[src/rtl/ex_hazard_ctrl_if.sv]
// ----------------------------------------------------------------------------
// ex_hazard_ctrl_if
// Bundle between the ID/EX hazard controller and the pipeline around it.
//   EX side : ex_exop, ex_fun, ex_fmt, ex_rwrite, ex_wbsrc, ex_dst
//   ID side : id_rs, id_rt, id_uses_rt
//   controls: stall_front, stall_idex, bubble_idex, bubble_exmem, fp_done
//   perf    : fp_stall_cycles, load_stall_cycles
// slave  = the hazard controller (consumes EX/ID fields, drives controls)
// master = the pipeline / testbench (drives EX/ID fields, observes controls)
// ----------------------------------------------------------------------------
interface ex_hazard_ctrl_if;
  logic [2:0]  ex_exop;
  logic [5:0]  ex_fun;
  logic [4:0]  ex_fmt;
  logic        ex_rwrite;
  logic [2:0]  ex_wbsrc;
  logic [4:0]  ex_dst;
  logic [4:0]  id_rs;
  logic [4:0]  id_rt;
  logic        id_uses_rt;

  logic        stall_front;
  logic        stall_idex;
  logic        bubble_idex;
  logic        bubble_exmem;
  logic        fp_done;
  logic [31:0] fp_stall_cycles;
  logic [31:0] load_stall_cycles;

  modport master (
    output ex_exop, ex_fun, ex_fmt, ex_rwrite, ex_wbsrc, ex_dst,
    output id_rs, id_rt, id_uses_rt,
    input  stall_front, stall_idex, bubble_idex, bubble_exmem, fp_done,
    input  fp_stall_cycles, load_stall_cycles
  );

  modport slave (
    input  ex_exop, ex_fun, ex_fmt, ex_rwrite, ex_wbsrc, ex_dst,
    input  id_rs, id_rt, id_uses_rt,
    output stall_front, stall_idex, bubble_idex, bubble_exmem, fp_done,
    output fp_stall_cycles, load_stall_cycles
  );
endinterface

[src/rtl/ex_hazard_ctrl.sv]
// ----------------------------------------------------------------------------
// ex_hazard_ctrl
// Stall/bubble controller sitting on the consumer side of the ID/EX register.
//  - Multi-cycle FPU ops (mul/div/sqrt) are held in EX for their full latency
//    L: stalls + EX/MEM bubble for L-1 cycles, then one fp_done cycle.
//  - Load-use hazards get one cycle of front stall plus an ID/EX bubble.
// Ports:
//   clk    : clock
//   rst_n  : synchronous active-low reset; all outputs forced 0 while low
//   bus    : ex_hazard_ctrl_if.slave (EX/ID fields in, controls/perf out)
// Build option:
//   HAZARD_PERF_COUNT_EN : when defined, fp_stall_cycles / load_stall_cycles
//   are saturating counters; otherwise both read 0 and no flops exist.
// ----------------------------------------------------------------------------
module ex_hazard_ctrl #(
  parameter int unsigned FP_MUL_LAT  = 4,
  parameter int unsigned FP_DIV_LAT  = 12,
  parameter int unsigned FP_SQRT_LAT = 16,
  parameter int unsigned DBL_EXTRA   = 3,
  parameter logic [2:0]  FPU_EXOP    = 3'd4,
  parameter logic [2:0]  LOAD_WBSRC  = 3'd1
) (
  input  logic               clk,
  input  logic               rst_n,
  ex_hazard_ctrl_if.slave    bus
);

  typedef enum logic {IDLE, FP_BUSY} state_e;

  state_e     state_q, state_d;
  logic [4:0] cnt_q, cnt_d;

  logic       fp_trig;
  logic [4:0] fp_lat;
  logic       load_use;

  logic       stall_front_c, stall_idex_c, bubble_idex_c, bubble_exmem_c, fp_done_c;

  // Latency decode for the op in EX; only mul/div/sqrt are multi-cycle.
  always_comb begin
    fp_trig = 1'b0;
    fp_lat  = 5'd0;
    if (bus.ex_exop == FPU_EXOP) begin
      case (bus.ex_fun)
        6'h02:   begin fp_trig = 1'b1; fp_lat = 5'(FP_MUL_LAT);  end
        6'h03:   begin fp_trig = 1'b1; fp_lat = 5'(FP_DIV_LAT);  end
        6'h04:   begin fp_trig = 1'b1; fp_lat = 5'(FP_SQRT_LAT); end
        default: begin fp_trig = 1'b0; fp_lat = 5'd0;            end
      endcase
    end
    if (bus.ex_fmt == 5'h11)
      fp_lat = fp_lat + 5'(DBL_EXTRA);
  end

  // A load still in EX whose destination is read by ID; $0 is never a hazard.
  assign load_use = bus.ex_rwrite && (bus.ex_wbsrc == LOAD_WBSRC) &&
                    (bus.ex_dst != 5'd0) &&
                    ((bus.ex_dst == bus.id_rs) ||
                     (bus.id_uses_rt && (bus.ex_dst == bus.id_rt)));

  always_ff @(posedge clk) begin
    if (!rst_n) begin
      state_q <= IDLE;
      cnt_q   <= 5'd0;
    end else begin
      state_q <= state_d;
      cnt_q   <= cnt_d;
    end
  end

  always_comb begin
    state_d        = state_q;
    cnt_d          = cnt_q;
    stall_front_c  = 1'b0;
    stall_idex_c   = 1'b0;
    bubble_idex_c  = 1'b0;
    bubble_exmem_c = 1'b0;
    fp_done_c      = 1'b0;
    case (state_q)
      IDLE: begin
        // FP trigger wins over load-use if decode ever lets both through.
        if (fp_trig) begin
          stall_front_c  = 1'b1;
          stall_idex_c   = 1'b1;
          bubble_exmem_c = 1'b1;
          state_d        = FP_BUSY;
          // Trigger cycle counts as the first of L; the done cycle is the last.
          cnt_d          = fp_lat - 5'd2;
        end else if (load_use) begin
          stall_front_c  = 1'b1;
          bubble_idex_c  = 1'b1;
        end
      end
      FP_BUSY: begin
        if (cnt_q != 5'd0) begin
          stall_front_c  = 1'b1;
          stall_idex_c   = 1'b1;
          bubble_exmem_c = 1'b1;
          cnt_d          = cnt_q - 5'd1;
        end else begin
          // Result cycle: release the pipe so the op leaves EX at this edge,
          // which is what prevents it from re-triggering.
          fp_done_c      = 1'b1;
          state_d        = IDLE;
        end
      end
      default: begin
        state_d = IDLE;
        cnt_d   = 5'd0;
      end
    endcase
  end

  assign bus.stall_front  = rst_n & stall_front_c;
  assign bus.stall_idex   = rst_n & stall_idex_c;
  assign bus.bubble_idex  = rst_n & bubble_idex_c;
  assign bus.bubble_exmem = rst_n & bubble_exmem_c;
  assign bus.fp_done      = rst_n & fp_done_c;

`ifdef HAZARD_PERF_COUNT_EN
  logic [31:0] fp_stall_q, load_stall_q;

  always_ff @(posedge clk) begin
    if (!rst_n) begin
      fp_stall_q   <= 32'h0;
      load_stall_q <= 32'h0;
    end else begin
      if (stall_idex_c && (fp_stall_q != 32'hFFFF_FFFF))
        fp_stall_q <= fp_stall_q + 32'h1;
      if (bubble_idex_c && (load_stall_q != 32'hFFFF_FFFF))
        load_stall_q <= load_stall_q + 32'h1;
    end
  end

  assign bus.fp_stall_cycles   = rst_n ? fp_stall_q   : 32'h0;
  assign bus.load_stall_cycles = rst_n ? load_stall_q : 32'h0;
`else
  assign bus.fp_stall_cycles   = 32'h0;
  assign bus.load_stall_cycles = 32'h0;
`endif

endmodule
[src/flat_wrapper.sv]
// flat-port wrapper written by rule: the top's interface ports become plain ports
module ex_hazard_ctrl_flat 
#(
  parameter int unsigned FP_MUL_LAT  = 4,
  parameter int unsigned FP_DIV_LAT  = 12,
  parameter int unsigned FP_SQRT_LAT = 16,
  parameter int unsigned DBL_EXTRA   = 3,
  parameter logic [2:0]  FPU_EXOP    = 3'd4,
  parameter logic [2:0]  LOAD_WBSRC  = 3'd1
)
  (clk, rst_n, bus_ex_exop, bus_ex_fun, bus_ex_fmt, bus_ex_rwrite, bus_ex_wbsrc, bus_ex_dst, bus_id_rs, bus_id_rt, bus_id_uses_rt, bus_stall_front, bus_stall_idex, bus_bubble_idex, bus_bubble_exmem, bus_fp_done, bus_fp_stall_cycles, bus_load_stall_cycles);
  ex_hazard_ctrl_if bus_i ();
  input  logic clk;
  input  logic rst_n;
  input wire logic [$bits(bus_i.ex_exop)-1:0] bus_ex_exop;
  input wire logic [$bits(bus_i.ex_fun)-1:0] bus_ex_fun;
  input wire logic [$bits(bus_i.ex_fmt)-1:0] bus_ex_fmt;
  input wire logic [$bits(bus_i.ex_rwrite)-1:0] bus_ex_rwrite;
  input wire logic [$bits(bus_i.ex_wbsrc)-1:0] bus_ex_wbsrc;
  input wire logic [$bits(bus_i.ex_dst)-1:0] bus_ex_dst;
  input wire logic [$bits(bus_i.id_rs)-1:0] bus_id_rs;
  input wire logic [$bits(bus_i.id_rt)-1:0] bus_id_rt;
  input wire logic [$bits(bus_i.id_uses_rt)-1:0] bus_id_uses_rt;
  output wire logic [$bits(bus_i.stall_front)-1:0] bus_stall_front;
  output wire logic [$bits(bus_i.stall_idex)-1:0] bus_stall_idex;
  output wire logic [$bits(bus_i.bubble_idex)-1:0] bus_bubble_idex;
  output wire logic [$bits(bus_i.bubble_exmem)-1:0] bus_bubble_exmem;
  output wire logic [$bits(bus_i.fp_done)-1:0] bus_fp_done;
  output wire logic [$bits(bus_i.fp_stall_cycles)-1:0] bus_fp_stall_cycles;
  output wire logic [$bits(bus_i.load_stall_cycles)-1:0] bus_load_stall_cycles;
  assign bus_i.ex_exop = bus_ex_exop;
  assign bus_i.ex_fun = bus_ex_fun;
  assign bus_i.ex_fmt = bus_ex_fmt;
  assign bus_i.ex_rwrite = bus_ex_rwrite;
  assign bus_i.ex_wbsrc = bus_ex_wbsrc;
  assign bus_i.ex_dst = bus_ex_dst;
  assign bus_i.id_rs = bus_id_rs;
  assign bus_i.id_rt = bus_id_rt;
  assign bus_i.id_uses_rt = bus_id_uses_rt;
  assign bus_stall_front = bus_i.stall_front;
  assign bus_stall_idex = bus_i.stall_idex;
  assign bus_bubble_idex = bus_i.bubble_idex;
  assign bus_bubble_exmem = bus_i.bubble_exmem;
  assign bus_fp_done = bus_i.fp_done;
  assign bus_fp_stall_cycles = bus_i.fp_stall_cycles;
  assign bus_load_stall_cycles = bus_i.load_stall_cycles;
  ex_hazard_ctrl #(.FP_MUL_LAT(FP_MUL_LAT), .FP_DIV_LAT(FP_DIV_LAT), .FP_SQRT_LAT(FP_SQRT_LAT), .DBL_EXTRA(DBL_EXTRA), .FPU_EXOP(FPU_EXOP), .LOAD_WBSRC(LOAD_WBSRC)) u_core (.clk(clk), .rst_n(rst_n), .bus(bus_i));
endmodule
[config.mk]
export PLATFORM = sky130hd
export DESIGN_NAME = ex_hazard_ctrl_flat
export DESIGN_NICKNAME = d
export VERILOG_FILES = /design/src/rtl/ex_hazard_ctrl_if.sv /design/src/rtl/ex_hazard_ctrl.sv /design/src/flat_wrapper.sv
export SDC_FILE = /design/constraint.sdc
export NUM_CORES = 1
export LEC_CHECK = 0
export ABC_AREA = 1
export ABC_CLOCK_PERIOD_IN_PS = 3050
export BUFFER_PORTS_ARGS = -buffer_cell sky130_fd_sc_hd__clkbuf_2
export CAP_MARGIN = 20
export CORE_AREA = 4 4 61 63
export DETAILED_ROUTE_END_ITERATION = 10
export DIE_AREA = 0 0 65 67
export PLACE_DENSITY = 0.89
export SYNTH_ARGS = -nofsm -noshare
export SYNTH_HDL_FRONTEND = slang
export SYNTH_SLANG_ARGS = --single-unit
[constraint.sdc]
create_clock -name clk -period 3.05 [get_ports clk]
set_input_delay 0.1525 -clock clk [delete_from_list [all_inputs] [get_ports clk]]
set_output_delay 0.1525 -clock clk [all_outputs]
set_load 0.1 [all_outputs]
==> metrics.txt <==
post-CTS sizing 0; Slew @ Worst Pin 547 ps; Setup Skew 10.5 ps; pin count of the biggest net entering global routing 11; Tmin final 1980 ps; Hold Path Class input port to register; r2r setup slk 1700 ps; max frequency 506 MHz; Routed WL 2.50 mm; combinational family with the most area after synthesis buffers and inverters; Yosys top cell area share 38.4%; DR DRC count 0; xor-xnor portion of the synthesized cell area 4.82%; nets@finish 281; Setup violations, final 0; Final Hold Viols 0; DIE AREA 4360 um2; Async SR Flop Fraction 0%; Core ar. 3230 um2; Ports 105; overflow left after global routing 0; Simple-Gate Fraction of Synth Area 31.5%; CTS tree yes; Flop pwr share 14.1%; Startpoint Class register; ys flop type dfxtp_1; worst-case clock buffer depth 2; vias in the first global route 955; Synth area leaders buf_4 (38%), dfxtp_1 (9.4%), nand2_1 (7.7%); area post-placement 1280 um2; setup TNS 0 ps; Pleak 0.000816 uW; synth cell count leaders buf_4 (65), nand2_1 (26), nor2_1 (26); H-tree levels 1; Arrival @ worst endpoint 1830 ps; outcome finished, final reports clean; Initial Util 39.3%; post-CTS setup buffer count 0; P_sw 415 uW; Pint 157 uW; initial antenna violation count 0; Core Rows 21; width of the die 65 um; PortBufs 40; Synth area leader buf_4; Final Max Tran Viols 0; maximum vdd drop 0.253 mV; Worst Path Required 2900 ps; max-cap violations 0; Post-Syn Area per Cell 6.39 um2; Cell variety after synth 26; via count 1136; area added between synthesis and finish 2.26%; sw frac 72.6%; Final period util 64.8%; GRT Overall Usage 10.7%; synth warn 0; gpl congestion 0.783; Final HPWL DP 2.26 mm; Mapped Area 1270 um2; routed wire length per instance 8.74 um; remaining antenna violation count 0; max_slew headroom 63.7%; worst setup path class register to output pin; endpoint class of the critical path output pin; Num CTS Buffers 3; maximum fanout along the worst path 10; CTS root buf clkbuf_4; Clock transition at path regs 50 ps; clock network latency to the later pin of the worst-skew pair 260 ps; Final Util 40.2%; Clk network pwr share 13.8%; Compound-Gate Fraction of Synth Area 5.81%; Finished Layout Cells 286; placed cell count 283; fillcell total 339; overall die height 67 um; via/cell ratio 3.97; Detailed Route Iter0 Violations 22; most common cell in the synthesized netlist buf_4; Finished Cell Area 1300 um2; post-synthesis sequential area ratio 9.45%; DRT Pass-1 Iters 4; Hold-fix buffers, CTS 0; Adder-Cell Fraction of Synth Area 2.95%; EDFF count, synth 0; setup repair after global routing missed its margin false; Comb power frac 72.2%; # diodes 0; layout cells sized above 1 22.9%; Synth Instances 199; power per cell area 440 nW/um2; post-synthesis mux area share 0%; first-pass GRT wire length 3.63 mm; synthesis-stage register bit count 6; clk sink count 6
[worst max-delay path, cell delays in order, from the launching register on]
cell and delay, ps:
dfxtp_1 360, inv_1 240, nand3_4 180, nor2_1 150, inv_1 50, nor2_1 110, clkbuf_2 470
[per-layer routing]
layer / up-vias / wire length (um) / global-route usage [%]
met5: - / 0 / 0
met1: 476 / 780 / 9.09
met4: 0 / 69 / 6.33
met2: 79 / 1320 / 22.5
li1: 574 / - / -
met3: 7 / 337 / 1.85
[through the flow]
stage / hold WS [ps] / power (uW) / setup WS [ps]
floorplan: 273 / 523 / 760
global placement: 435 / 490 / 1390
detailed placement: 437 / 492 / 1330
CTS: 169 / 570 / 1050
global route: 179 / 589 / 945
finish: 170 / 571 / 1070
[final timing paths]
path,start,to,cells after the start
worst max-delay path,u_core.state_q$_SDFF_PN0_,bus_bubble_idex,6
worst min-delay path,rst_n,u_core.cnt_q[4]$_SDFFE_PN0P_,3
worst max register to register,u_core.cnt_q[0]$_SDFFE_PN0P_,u_core.cnt_q[0]$_SDFFE_PN0P_,8
worst min register to register,u_core.cnt_q[1]$_SDFFE_PN0P_,u_core.cnt_q[1]$_SDFFE_PN0P_,2
[layout by cell type, fill, tap and decap left out, drive strengths merged]
master / synthesis / routed
a21oi: 5 / 5
and2: 1 / 1
clkbuf: 0 / 43
conb: 1 / 64
dfxtp: 6 / 6
ha: 3 / 3
inv: 23 / 23
nand2: 28 / 28
nand3: 17 / 17
nand4: 2 / 2
nor2: 29 / 29
nor3: 3 / 3
o21a: 1 / 1
o21ai: 7 / 7
o22ai: 1 / 1
xnor2: 1 / 1
xor2: 6 / 6
[cell families after synthesis]
group / count (synthesis)
buffers and inverters: 88
adders and majority gates: 3
xor gates and xnor gates: 7
other: 1
AOI/OAI and AO/OA: 14
DFF: 6
and+or+nand+nor: 80
[flip-flops by register name (all words and copies together) (netlist names)]
name            count
u_core.cnt_q        5
u_core.state_q      1
[area by class of cell]
cell class	count	area [um2]	share of cell area, %
clock buffers	3	22.5	1.73
well taps	46	57.6	4.43
multi-input cells	168	813	62.6
flip-flops and latches	6	120	9.24
repair buffers	40	200	15.4
inverters	23	86.3	6.64
[power groups by stage]
stage / combinational (uW) / sequential (uW) / clock, uW
floorplan: 441 / 81.9 / 0
global placement: 408 / 82.0 / 0
detailed placement: 410 / 82.1 / 0
CTS: 410 / 80.5 / 79.3
global route: 426 / 80.6 / 82.9
finish: 412 / 80.5 / 78.6
Note: power is estimated with default switching activity, not from simulation.
